## src/rtl/mesh_link_tx_arbiter.sv

```systemverilog
// Round-robin arbiter for the send half of one mesh link: grants a requester, registers its word,
// and holds send_data/send_ready until the link reports send_done, then pulses that requester's ack.
module mesh_link_tx_arbiter #(
  parameter int N_REQ  = 4,
  parameter int WORD_W = 32,
  localparam int ID_W  = $clog2(N_REQ)
) (
  input  logic                    CLK,
  input  logic                    nRST,
  input  logic [N_REQ-1:0]        req_valid,
  input  logic [N_REQ*WORD_W-1:0] req_data,
  output logic [N_REQ-1:0]        req_ack,
  output logic [WORD_W-1:0]       send_data,
  output logic                    send_ready,
  input  logic                    send_done,
  output logic                    busy,
  output logic [ID_W-1:0]         grant_id
);

  typedef enum logic {
    IDLE = 1'b0,
    SEND = 1'b1
  } state_t;

  state_t              state_q, state_d;
  logic [WORD_W-1:0]   send_data_q, send_data_d;
  logic [ID_W-1:0]     grant_id_q, grant_id_d;
  logic [ID_W-1:0]     last_q, last_d;

  logic                win_found;
  logic [ID_W-1:0]     win_id;
  int                  idx;

  // Search starts one past the previous winner and wraps, so the last winner has lowest priority.
  always_comb begin
    win_found = 1'b0;
    win_id    = '0;
    idx       = 0;
    for (int k = 1; k <= N_REQ; k++) begin
      idx = int'(last_q) + k;
      if (idx >= N_REQ) begin
        idx = idx - N_REQ;
      end
      if (!win_found && req_valid[idx]) begin
        win_found = 1'b1;
        win_id    = ID_W'(idx);
      end
    end
  end

  always_comb begin
    state_d     = state_q;
    send_data_d = send_data_q;
    grant_id_d  = grant_id_q;
    last_d      = last_q;
    req_ack     = '0;
    case (state_q)
      IDLE: begin
        if (win_found) begin
          send_data_d = req_data[int'(win_id)*WORD_W +: WORD_W];
          grant_id_d  = win_id;
          last_d      = win_id;
          state_d     = SEND;
        end
      end
      SEND: begin
        // Ack is combinational so the requester sees it in the same cycle the peer accepts.
        if (send_done) begin
          req_ack[grant_id_q] = 1'b1;
          state_d             = IDLE;
        end
      end
      default: state_d = IDLE;
    endcase
  end

  always_ff @(posedge CLK or negedge nRST) begin
    if (!nRST) begin
      state_q     <= IDLE;
      send_data_q <= '0;
      grant_id_q  <= '0;
      last_q      <= ID_W'(N_REQ - 1);
    end else begin
      state_q     <= state_d;
      send_data_q <= send_data_d;
      grant_id_q  <= grant_id_d;
      last_q      <= last_d;
    end
  end

  assign send_ready = (state_q == SEND);
  assign busy       = (state_q == SEND);
  assign send_data  = send_data_q;
  assign grant_id   = grant_id_q;

endmodule

```

## config.mk

```make
export PLATFORM = sky130hd
export DESIGN_NAME = mesh_link_tx_arbiter
export DESIGN_NICKNAME = d
export VERILOG_FILES = /design/src/rtl/mesh_link_tx_arbiter.sv
export SDC_FILE = /design/constraint.sdc
export NUM_CORES = 1
export LEC_CHECK = 0
export CORE_MARGIN = 2
export CORE_UTILIZATION = 37
export CTS_BUF_LIST = sky130_fd_sc_hd__clkbuf_16
export CTS_CLUSTER_DIAMETER = 200
export DETAILED_ROUTE_END_ITERATION = 16
export PLACE_DENSITY_LB_ADDON = 0.12
export REMOVE_ABC_BUFFERS = 1
export SYNTH_ARGS = -nofsm -noshare
export SYNTH_HDL_FRONTEND = slang
export SYNTH_SLANG_ARGS = --single-unit
```

## constraint.sdc

```tcl
create_clock -name CLK -period 4.3 [get_ports CLK]
set_clock_uncertainty 0.2 [all_clocks]
set_input_delay 0.645 -clock CLK [delete_from_list [all_inputs] [get_ports CLK]]
set_output_delay 0.645 -clock CLK [all_outputs]
set_load 0.01 [all_outputs]
```

# [Word-level counts from Yosys, hierarchy flattened]
# Index checks and enable logic that the tools add are counted.
[word_totals] ff_bits=37 input_bits=135 output_inout_bits=40 word_cells=63
[classes] n_addsub=8 order_cmp=10 shift=1 muxes=31 n_bitwise=1 reduce_logical=8
[op_table] cell="32-bit by 4-bit less-than comparator with 1-bit output, second input constant" count=4
[op_table] cell="32-bit 2-to-1 mux" count=4
[op_table] cell="128-bit by 8-bit indexed part select with 32-bit output" count=1
[op_table] cell="1-bit 2-to-1 mux" count=15
[op_table] cell="3-bit by 3-bit subtractor with 4-bit output, second input constant" count=3
[op_table] cell="3-bit >= comparator, second input constant" count=3
[op_table] cell="1-bit binary-select mux with 2-bit select" count=4
[op_table] cell="2-bit 2-to-1 mux" count=4
[op_table] cell="4-bit 2-to-1 mux" count=2
[op_table] cell="2-bit by 2-bit adder with 3-bit output, second input constant" count=2
[op_table] cell="4-bit by 3-bit subtractor with 5-bit output, second input constant" count=1
[op_table] cell="2-bit by 3-bit adder with 4-bit output, second input constant" count=1
[op_table] cell="4-bit by 3-bit >= comparator with 1-bit output, second input constant" count=1
[op_table] cell="1-bit logical AND" count=4
[op_table] cell="2-bit by 1-bit adder with 3-bit output, second input constant" count=1
[op_table] cell="1-bit logical NOT" count=3
[op_table] cell="2-bit by 3-bit less-than comparator with 1-bit output, second input constant" count=1
[op_table] cell="1-bit demux with 2-bit select" count=1
[op_table] cell="2-bit by 1-bit >= comparator with 1-bit output, second input constant" count=1
[op_table] cell="1-bit one-hot mux with 2 select lines" count=1
[op_table] cell="2-bit AND reduction" count=1
[op_table] cell="1-bit NOT" count=1

# [Logic depth before layout (Yosys ltp)]
# Gate-level depths: netlist (run 1).
[logic_depth] word_depth=18 mapped_depth=7 ltp_nobuf=5

# [Worst setup path after synthesis (run 1)]
# OpenSTA, ideal clock, no wires.
[synth_timing] path_type="input port to flip-flop" startpoint="input port req_valid[0]" endpoint="register send_data_q[0] (netlist: send_data[0])" setup_time_ns=0.133 arrival_ns=1.692 required_ns=3.967 setup_slack_ns=2.274 stages=7 path_buffers=2 path_cell_list="nand2b_1 -> a21oi_1 -> nor3_2 -> buf_6 -> buf_12 -> mux2i_1 -> o221ai_2"
[synth_via] elab_chain_cells=14 word_cells_on_any_way=28 cone_classes="shift: 1; mux: 20; reduce/logical: 7"
[synth_rtl] element="start, declared" line_no="10" rtl="input logic [N_REQ-1:0] req_valid,"
[synth_rtl] element="1-bit binary-select mux with 2-bit select" line_no="44" rtl="if (!win_found && req_valid[idx]) begin"
[synth_rtl] element="1-bit 2-to-1 mux (implied by the code) (2 in series)" line_no="44"
[synth_rtl] element="1-bit 2-to-1 mux" line_no="44"
[synth_rtl] element="1-bit logical NOT" line_no="44"
[synth_rtl] element="1-bit logical AND" line_no="44"
[synth_rtl] element="1-bit 2-to-1 mux" line_no="44"
[synth_rtl] element="1-bit logical NOT" line_no="44"
[synth_rtl] element="1-bit logical AND" line_no="44"
[synth_rtl] element="1-bit 2-to-1 mux" line_no="44"
[synth_rtl] element="1-bit logical NOT" line_no="44"
[synth_rtl] element="1-bit logical AND" line_no="44"
[synth_rtl] element="2-bit 2-to-1 mux / 1-bit 2-to-1 mux (equally long branches)" line_no="44"
[synth_rtl] element="128-bit by 8-bit indexed part select with 32-bit output / 2-bit AND reduction (equally long branches)"
[synth_rtl] element="end signal, assigned" line_no="85" rtl="send_data_q <= send_data_d;"
[synth_rtl] element="end, declared" line_no="26" rtl="logic [WORD_W-1:0] send_data_q, send_data_d;"
# Several ways; a longest one is shown, not always the timed one. The select of a mux whose other input is x is not followed.
# A chain may end at the register's enable or synchronous reset.

# [Final worst setup path (run 1)]
[layout_timing] startpoint="input port send_done" endpoint="output port req_ack[0]"
[layout_via] elab_chain_cells=2
[layout_rtl] element="start, declared" line_no="15" rtl="input logic send_done,"
[layout_rtl] element="4-bit 2-to-1 mux" line_no="68" rtl="if (send_done) begin"
[layout_rtl] element="4-bit 2-to-1 mux" line_no="57" rtl="case (state_q)"
[layout_rtl] element="end, declared" line_no="12" rtl="output logic [N_REQ-1:0] req_ack,"
# Every way passes these cells.

==> impl_results.md, run 1 <==
- VDD IR max: 214 uV
- Status: completed
- Clock sinks: 37
- Critical Path Start Type: input pin
- Rel. slew slack: 44.3%
- Floorplan core area: 6280 sq um
- Setup crit end kind: output pin
- Syn. warnings: 0
- Max FO, Critical Path: 3
- DRT iter0 DRCs: 74
- # Post-CTS Setup Buffers: 0
- Finished Layout Cells: 460
- R2R Setup Slk: 1.95 ns
- Commonest cells post-synth: mux2i_1, dfrtp_1, nand2_1
- Most frequent cell after synthesis: mux2i_1
- Layout cell share with drive strength beyond 1: 6.53%
- Synth Instances: 214
- Placed instance count: 452
- DR WL/cell: 16.7 um
- Post-synth EDFFs: 0
- Reg2reg start: last_q[0]$_DFFE_PN1P_
- Ys async rst share: 100%
- PwrDens: 431 nW/um^2
- Global-route wire length before repair: 12100 um
- Worst-Skew Late Latency: 0.27 ns
- TNS Setup: 0 ns
- Final Util: 67.2%
- CTS tree: yes
- Fmax: 354 MHz
- Critical R2R Capture: send_data[7]$_DFFE_PN0P_
- Clock buffer depth: 2
- Initial antenna violation count: 0
- Via count: 2403
- Synth area leaders: dfrtp_1, mux2i_1, o221ai_1
- Yosys top cell area share: 36.9%
- Antenna viol nets, final: 0
- DR DRC count: 0
- Antenna cells: 0
- Hold violation total from the final report: 0
- Placer Congestion: 0.737
- First drt pass iteration count: 4
- Starting Density: 37.9%
- Synthesized area: 2380 sq um
- Vias in the first global route: 2528
- Final instance area: 4220 sq um
- GRT overflow: 0
- Slew Limit Fails: 0
- RSZ-0062 raised after global routing: false
- Hold WC Path Type: in2async
- #FFs+latches synth: 37
- Avg Vias per Cell: 5.22
- GRT Util Overall: 21.4%
- Crit path time final: 2.83 ns
- Reg2reg path depth: 6
- Largest net degree at the start of global routing: 43
- Post-cts sizing count: 0
- Area growth, synth to finish: 77.6%
- CTS Hold Bufs: 0
- Fill count: 521
- Num rows: 29
- DRT Wirelength: 7660 um
- Leading area contributor after synthesis: dfrtp_1
- Sequential area share after synthesis: 39.1%
- CP Data Arrival Time: 1.98 ns
- WHS: 0.274 ns
- Leakage: 1.80 nW
- Synth Flop Type: dfrtp_1
- NumNets Final: 517
- Final period utilization: 65.7%
- Die outline height: 84.1 um
- CTS clk-pin slew, worst paths: 0.05 ns
- Die area: 7080 sq um
- Port bufs: 174
- Root buffer cell: clkbuf_16
- Placed cell area: 4080 sq um
- Cell variety after synth: 24
- Inserted Clock Buffers: 5
- Max Cap Viol: 0
- HPWL Detailed: 5880 um
- Crit Path Category: in2out
- # H-tree levels: 2
- CP required: 3.45 ns
- IO Count: 175
- Final Setup Violations: 0
- Worst Tran Pin Value: 0.835 ns
- Die width: 84.1 um
- Syn Area/Cell: 11.1 sq um
registers in the layout, summed over array words and instances, names as in the netlist:
| name | count |
|---|---|
| busy | 1 |
| send_data | 32 |
| last_q | 2 |
| grant_id | 2 |
layout make-up:
type | instances | area, sq um | share of cell area (%)
multi-input cells | 157 | 1280 | 30.2
clock inverters | 3 | 11.3 | 0.267
flip-flops and latches | 37 | 928 | 22.0
repair buffers | 179 | 1770 | 42.1
inverters | 2 | 7.51 | 0.178
clock buffers | 5 | 125 | 2.97
well taps | 77 | 96.3 | 2.28
routing by layer:
layer  up-vias  part of all wire, %  GRT usage (%)
met5         -                    0              0
met1      1136                   37           22.9
li1       1146                    -              -
met3        12                  8.6           7.08
met2       109                   53           39.8
met4         0                  2.0           6.45
cells in the final DEF (no fill, tap or decap):
cell type / netlist / routed
nor3_2: 2 / 1
mux2i_1: 65 / 65
o221ai_2: 10 / 10
inv_1: 2 / 5
dfrtp_1: 35 / 35
nand2b_1: 5 / 5
buf_4: 1 / 5
nand3_1: 1 / 1
o22ai_1: 1 / 1
o21ai_1: 3 / 3
nor3_4: 0 / 1
dfstp_2: 2 / 2
or2_1: 2 / 2
clkbuf_16: 0 / 5
o221ai_1: 22 / 22
nand2_1: 35 / 35
buf_2: 9 / 1
clkdlybuf4s50_1: 0 / 173
o2bb2ai_1: 1 / 1
nor2_1: 4 / 4
nor3_1: 3 / 3
a31oi_1: 1 / 1
a21oi_1: 2 / 2
critical path, cell delays in order:
cell and delay, ns:
clkdlybuf4s50_1 0.53, nand2_1 0.08, nor3_1 0.15, clkdlybuf4s50_1 0.57
cell families after synthesis:
family	Yosys count	synth area share, %
mux	65	27.4
simple gates	52	9.69
compound gates	40	16.4
flops	37	39.1
buf+inv	20	7.48
per-stage QoR:
step                setup slack [ns]  power, mW
finish                          1.47       1.82
detailed placement              1.26       1.49
global placement                1.24       1.47
global route                    1.36       1.93
CTS                             1.48       1.84
floorplan                      -1.06       1.04
power breakdown:
part	total, mW	internal (mW)	switching, mW
Combinational	0.928	0.530	0.398
Clock	0.338	0.208	0.130
Sequential	0.553	0.478	0.0748
worst max path at each step:
stage                             from                        end  slack [ns]  depth (start not counted)
final                        send_done                 req_ack[0]        1.47                          4
after global routing      req_valid[1]   send_data[7]$_DFFE_PN0P_        1.36                          7
after CTS                    send_done                 req_ack[2]        1.48                          4
after detailed placement  req_valid[1]  send_data[20]$_DFFE_PN0P_        1.26                          7
after global placement    req_valid[1]  send_data[22]$_DFFE_PN0P_        1.24                          7
after floorplan           req_valid[0]   send_data[0]$_DFFE_PN0P_       -1.06                          5
Note: power is estimated with default switching activity, not from simulation.
==> run 2, diff against run 1 <==
Settings changed: CORE_UTILIZATION 37 to 35.
Clock period 4.3 ns to 2.8 ns, I/O delays scaled along.
==> impl_results.md, run 2 (synthesis results as in run 1) <==
- Status: completed (unchanged)
- Antenna viol nets, final: 0 (unchanged)
- Die area: 7460 sq um (was 7080 sq um)
- Clock buffer depth: 2 (unchanged)
- CP peak stage delay: 0.56 ns (was 0.57 ns)
- DRT Wirelength: 7510 um (was 7660 um)
- VDD IR max: 369 uV (was 214 uV)
- CTS clk-pin slew, worst paths: 0.06 ns (was 0.05 ns)
- Logic depth of the worst path, buffers included: 4 (unchanged)
- Worst-path cell chain: clkdlybuf4s50_1 -> nand2_1 -> nor3_1 -> clkdlybuf4s50_1 (unchanged)
- Power, Total: 2.84 mW (was 1.82 mW)
- Critical path buffers and inverters: 2 (unchanged)
- Reg2reg path depth: 6 (unchanged)
- Final period utilization: 82.8%
- Crit path time final: 2.32 ns
- Slew Limit Fails: 0 (unchanged)
- Leakage: 1.83 nW (was 1.80 nW)
- Post-cts sizing count: 0 (unchanged)
- Root buffer cell: clkbuf_16 (unchanged)
- Num rows: 30 (was 29)
- Initial antenna violation count: 0 (unchanged)
- Rel. slew slack: 40.4% (was 44.3%)
- Worst Tran Pin Value: 0.894 ns (was 0.835 ns)
- Area growth, synth to finish: 80.5% (was 77.6%)
- Via count: 2377 (was 2403)
- Avg Vias per Cell: 5.11 (was 5.22)
- Finished Layout Cells: 465 (was 460)
- Antenna cells: 0 (unchanged)
- Inserted Clock Buffers: 5 (unchanged)
- DR DRC count: 0 (unchanged)
- Worst path top cell family by delay: buffers and inverters (unchanged)
- Final Util: 64.2% (was 67.2%)
- Critical Path Start Type: input pin (unchanged)
- DRT iter0 DRCs: 71 (was 74)
- P_int: 1.90 mW (was 1.22 mW)
- Crit Path Category: in2out (unchanged)
- Die outline height: 86.4 um (was 84.1 um)
- Worst-Skew Late Latency: 0.27 ns (about the same)
- GRT Util Overall: 19.7% (was 21.4%)
- Die width: 86.4 um (was 84.1 um)
- CP required: 2.18 ns (was 3.45 ns)
- Largest net degree at the start of global routing: 38 (was 43)
- Placed instance count: 457 (was 452)
- CTS tree: yes (unchanged)
- RSZ-0062 raised after global routing: false (unchanged)
- Clock sinks: 37 (unchanged)
- Comb pwr share: 51.4% (was 51.0%)
- Fill count: 583 (was 521)
- CP Data Arrival Time: 1.70 ns (was 1.98 ns)
- Hold WC Path Type: in2async (unchanged)
- Multi-input gate area: 1280 sq um (unchanged)
- TNS Setup: 0 ns (unchanged)
- CTS Hold Bufs: 0 (unchanged)
- Global-route wire length before repair: 11800 um (was 12100 um)
- Setup crit end kind: output pin (unchanged)
- Layout cell share with drive strength beyond 1: 7.01% (was 6.53%)
- HPWL Detailed: 5700 um (was 5880 um)
- Final Setup Violations: 0 (unchanged)
- Max FFs per register: 32 (unchanged)
- GRT overflow: 0 (unchanged)
- Fmax: 431 MHz
- Leading cell types in the layout, fill and taps excluded: clkdlybuf4s50_1, mux2i_1, nand2_1, dfrtp_1, o221ai_1 (unchanged)
- DR WL/cell: 16.1 um (was 16.7 um)
- Part of the power in registers: 29.8% (was 30.4%)
- Crit path top cell by count: clkdlybuf4s50_1 (unchanged)
- Switching share of power: 33.0% (was 33.1%)
- Most common cell after layout, fill and taps aside: clkdlybuf4s50_1 (unchanged)
- NumNets Final: 519 (was 517)
- IO Count: 175 (unchanged)
- Slowest CP cell: clkdlybuf4s50_1 (unchanged)
- Sw Pwr: 0.936 mW (was 0.603 mW)
- Hold violation total from the final report: 0 (unchanged)
- Starting Density: 35.6% (was 37.9%)
- First drt pass iteration count: 4 (unchanged)
- Reg area: 928 sq um (unchanged)
- Placer Congestion: 0.780 (was 0.737)
- Max FO, Critical Path: 3 (unchanged)
- Vias in the first global route: 2507 (was 2528)
- Max Cap Viol: 0 (unchanged)
- # Post-CTS Setup Buffers: 0 (unchanged)
- PwrDens: 662 nW/um^2 (was 431 nW/um^2)
- Clock Power Share: 18.8% (was 18.6%)
- # H-tree levels: 2 (unchanged)
- Floorplan core area: 6680 sq um (was 6280 sq um)
- Port bufs: 174 (unchanged)
run 2: changes by cell type in the layout (fill, tap and decap cells not counted), sizes merged:
cell / change
buf: +2
run 2: layer usage:
metal,track usage [%],routed length [um],vias to the layer above
met5,0,0,-
li1,-,-,1156
met1,21.7,2840,1108
met4,7.10,223,0
met2,36.6,3980,95
met3,4.76,462,18
run 2: final timing paths:
kind                                      startpoint                        end  slack, ns
min in group CLK           send_data[25]$_DFFE_PN0P_  send_data[25]$_DFFE_PN0P_       0.29
setup / recovery                           send_done                 req_ack[2]       0.48
setup reg to reg               last_q[0]$_DFFE_PN1P_  send_data[31]$_DFFE_PN0P_       0.67
hold / removal                                  nRST  send_data[19]$_DFFE_PN0P_       0.07
max in group asynchronous                       nRST  send_data[24]$_DFFE_PN0P_       1.76
hold reg to reg            send_data[25]$_DFFE_PN0P_  send_data[25]$_DFFE_PN0P_       0.29
run 2: final cells by class:
cell class	count	area share, %
repair buffers	181	42.9
multi-input cells	157	29.8
flip-flops and latches	37	21.7
clock buffers	5	2.92
well taps	80	2.33
clock inverters	3	0.263
inverters	2	0.175
run 2: through the flow:
stage	worst slack [ns]	hold WS (ns)	cell area, sq um
2_1_floorplan	-2.46	-0.0756	2210
3_3_place_gp	0.287	0.269	4150
3_5_place_dp	0.252	0.272	4150
4_1_cts	0.484	0.111	4290
5_1_grt	0.366	0.147	4290
6_report	0.481	0.0674	4290
run 2: power groups by stage:
| stage | clock network [mW] | logic (mW) | registers [mW] |
|---|---|---|---|
| after CTS | 0.545 | 1.48 | 0.846 |
| after global routing | 0.566 | 1.56 | 0.875 |
| after detailed placement | 0 | 1.48 | 0.850 |
| after floorplan | 0 | 0.666 | 0.936 |
| after global placement | 0 | 1.46 | 0.848 |
| final | 0.533 | 1.46 | 0.846 |
==> run 3, diff against run 2 <==
Clock period 2.8 ns to 2.15 ns, I/O delays scaled along.
==> impl_results.md, run 3 (synthesis results as in run 1) <==
- Max Cap Viol: 0 (unchanged)
- Worst Tran Pin Value: 0.408 ns (was 0.894 ns)
- Final period utilization: 96.0%
- Floorplan core area: 6680 sq um (unchanged)
- Avg Vias per Cell: 5.17 (was 5.11)
- DRT Wirelength: 8060 um (was 7510 um)
- Largest net degree at the start of global routing: 21 (was 38)
- Antenna cells: 0 (unchanged)
- Global-route wire length before repair: 12300 um (was 11800 um)
- Die width: 86.4 um (unchanged)
- Leading cell types in the layout, fill and taps excluded: clkdlybuf4s50_1, mux2i_1, nand2_1, dfrtp_1, o221ai_1 (unchanged)
- Most common cell after layout, fill and taps aside: clkdlybuf4s50_1 (unchanged)
- Antenna viol nets, final: 0 (unchanged)
- Placed instance count: 472 (was 457)
- Placed cell area: 4310 sq um (was 4150 sq um)
- Reg2reg path depth: 8 (was 6)
- Inserted Clock Buffers: 5 (unchanged)
- Initial antenna violation count: 0 (unchanged)
- Final instance area: 4630 sq um (was 4290 sq um)
- GRT overflow: 0 (unchanged)
- Hold Path Stages: 2
- Final Setup Violations: 0 (unchanged)
- # H-tree levels: 2 (unchanged)
- DR WL/cell: 16.6 um (was 16.1 um)
- Max FFs per register: 32 (unchanged)
- Critical R2R Capture: send_data[29]$_DFFE_PN0P_ (was send_data[31]$_DFFE_PN0P_)
- Rel. slew slack: 72.8% (was 40.4%)
- CTS clk-pin slew, worst paths: 0.06 ns (about the same)
- Starting Density: 35.6% (unchanged)
- TNS Setup: 0 ns (unchanged)
- Power, Total: 4.02 mW (was 2.84 mW)
- Hold WC Path Type: reg2reg (was in2async)
- Finished Layout Cells: 486 (was 465)
- DRT iter0 DRCs: 76 (was 71)
- Clock buffer depth: 2 (unchanged)
- Num rows: 30 (unchanged)
- Setup crit end kind: flip-flop (was output pin)
- Layout cell share with drive strength beyond 1: 13.5% (was 7.01%)
- PwrDens: 869 nW/um^2 (was 662 nW/um^2)
- Worst Hold Launch: send_data[6]$_DFFE_PN0P_
- NumNets Final: 541 (was 519)
- Critical Path Start Type: flip-flop (was input pin)
- First drt pass iteration count: 4 (unchanged)
- DR DRC count: 0 (unchanged)
- GRT Util Overall: 21.1% (was 19.7%)
- Die area: 7460 sq um (unchanged)
- WHS: 0.282 ns (was 0.0674 ns)
- Via count: 2512 (was 2377)
- Placer Congestion: 0.761 (was 0.780)
- CP Data Arrival Time: 2.02 ns (was 1.70 ns)
- CP required: 2.10 ns (was 2.18 ns)
- Leakage: 2.06 nW (was 1.83 nW)
- Reg2reg start: last_q[0]$_DFFE_PN1P_ (unchanged)
- IO Count: 175 (unchanged)
- Root buffer cell: clkbuf_16 (unchanged)
- CTS tree: yes (unchanged)
- R2R Setup Slk: 0.09 ns (was 0.67 ns)
- Vias in the first global route: 2604 (was 2507)
- HPWL Detailed: 6190 um (was 5700 um)
- Clock sinks: 37 (unchanged)
- Crit path from: last_q[0]$_DFFE_PN1P_ (was send_done)
- Slew Limit Fails: 0 (unchanged)
- Port bufs: 174 (unchanged)
- Worst-Skew Late Latency: 0.28 ns (was 0.27 ns)
- VDD IR max: 521 uV (was 369 uV)
- Hold path endpoint: send_data[6]$_DFFE_PN0P_
- Die outline height: 86.4 um (unchanged)
- Fmax: 484 MHz
- Crit path time final: 2.07 ns
- Hold violation total from the final report: 0 (unchanged)
- Max FO, Critical Path: 5 (was 3)
- Status: completed (unchanged)
- Area growth, synth to finish: 94.9% (was 80.5%)
- Crit Path Category: reg2reg (was in2out)
[run 3: cell count changes in the layout (fill, tap and decap cells not counted), moves of 2 or more]
| cell | change |
|---|---|
| clkdlybuf4s50_1 | -7 |
| buf_12 | +3 |
| dlymetal6s2s_1 | +7 |
| mux2i_4 | +2 |
| buf_4 | +13 |
| inv_1 | -2 |
| clkbuf_16 | +3 |
| mux2i_1 | -5 |
| mux2i_2 | +3 |
[run 3: cell type report]
cell class	count	area (sq um)
Clock buffer	5	125
Timing Repair Buffer	203	2140
Fill cell	517	2050
Multi-Input combinational cell	157	1320
Tap cell	80	100
Clock inverter	2	7.51
Inverter	2	7.51
Sequential cell	37	928
[run 3: critical path, cell delays in order, from the launching register on]
cell       delay (ns)
dfstp_2          0.55
nand2b_4         0.13
a21oi_2          0.07
nor3_4           0.25
buf_6            0.14
clkbuf_16        0.13
buf_4            0.13
mux2i_2          0.22
o221ai_2         0.12
[run 3: per-stage QoR]
step	setup slack, ns	utilization (%)
6_report	0.0850	69.3
3_3_place_gp	-0.181	64.6
3_5_place_dp	-0.283	64.6
4_1_cts	0.00121	66.7
5_1_grt	-0.0159	69.3
2_1_floorplan	-3.11	-
[run 3: metal layers]
metal	up-vias	share of wire (%)	wire length [um]	track usage (%)
li1	1198	-	-	-
met1	1200	38	3030	23.2
met2	94	53	4310	38.9
met3	20	6.0	487	5.14
met4	0	2.9	235	7.95
met5	-	0	0	0
[run 3: worst max-delay path by stage]
| stage | end | cells past startpoint | slack (ns) |
|---|---|---|---|
| after floorplan | send_data[0]$_DFFE_PN0P_ | 5 | -3.11 |
| after global placement | send_data[31]$_DFFE_PN0P_ | 8 | -0.18 |
| after detailed placement | send_data[8]$_DFFE_PN0P_ | 8 | -0.28 |
| after CTS | req_ack[2] | 4 | 0.001 |
| after global routing | send_data[8]$_DFFE_PN0P_ | 8 | -0.02 |
| final | send_data[29]$_DFFE_PN0P_ | 8 | 0.09 |
[run 3: timing repair]
item	in CTS	in global routing
endpoints found under the setup margin	0	27
buffers inserted	0	3
hold buffers	1	0
gates resized for setup	0	18
endpoints found under the hold margin	15	0
[run 3: where the power goes]
group | switching [mW] | internal (mW) | total (mW)
Clock | 0.267 | 0.415 | 0.682
Sequential | 0.150 | 0.957 | 1.11
Combinational | 0.880 | 1.35 | 2.23
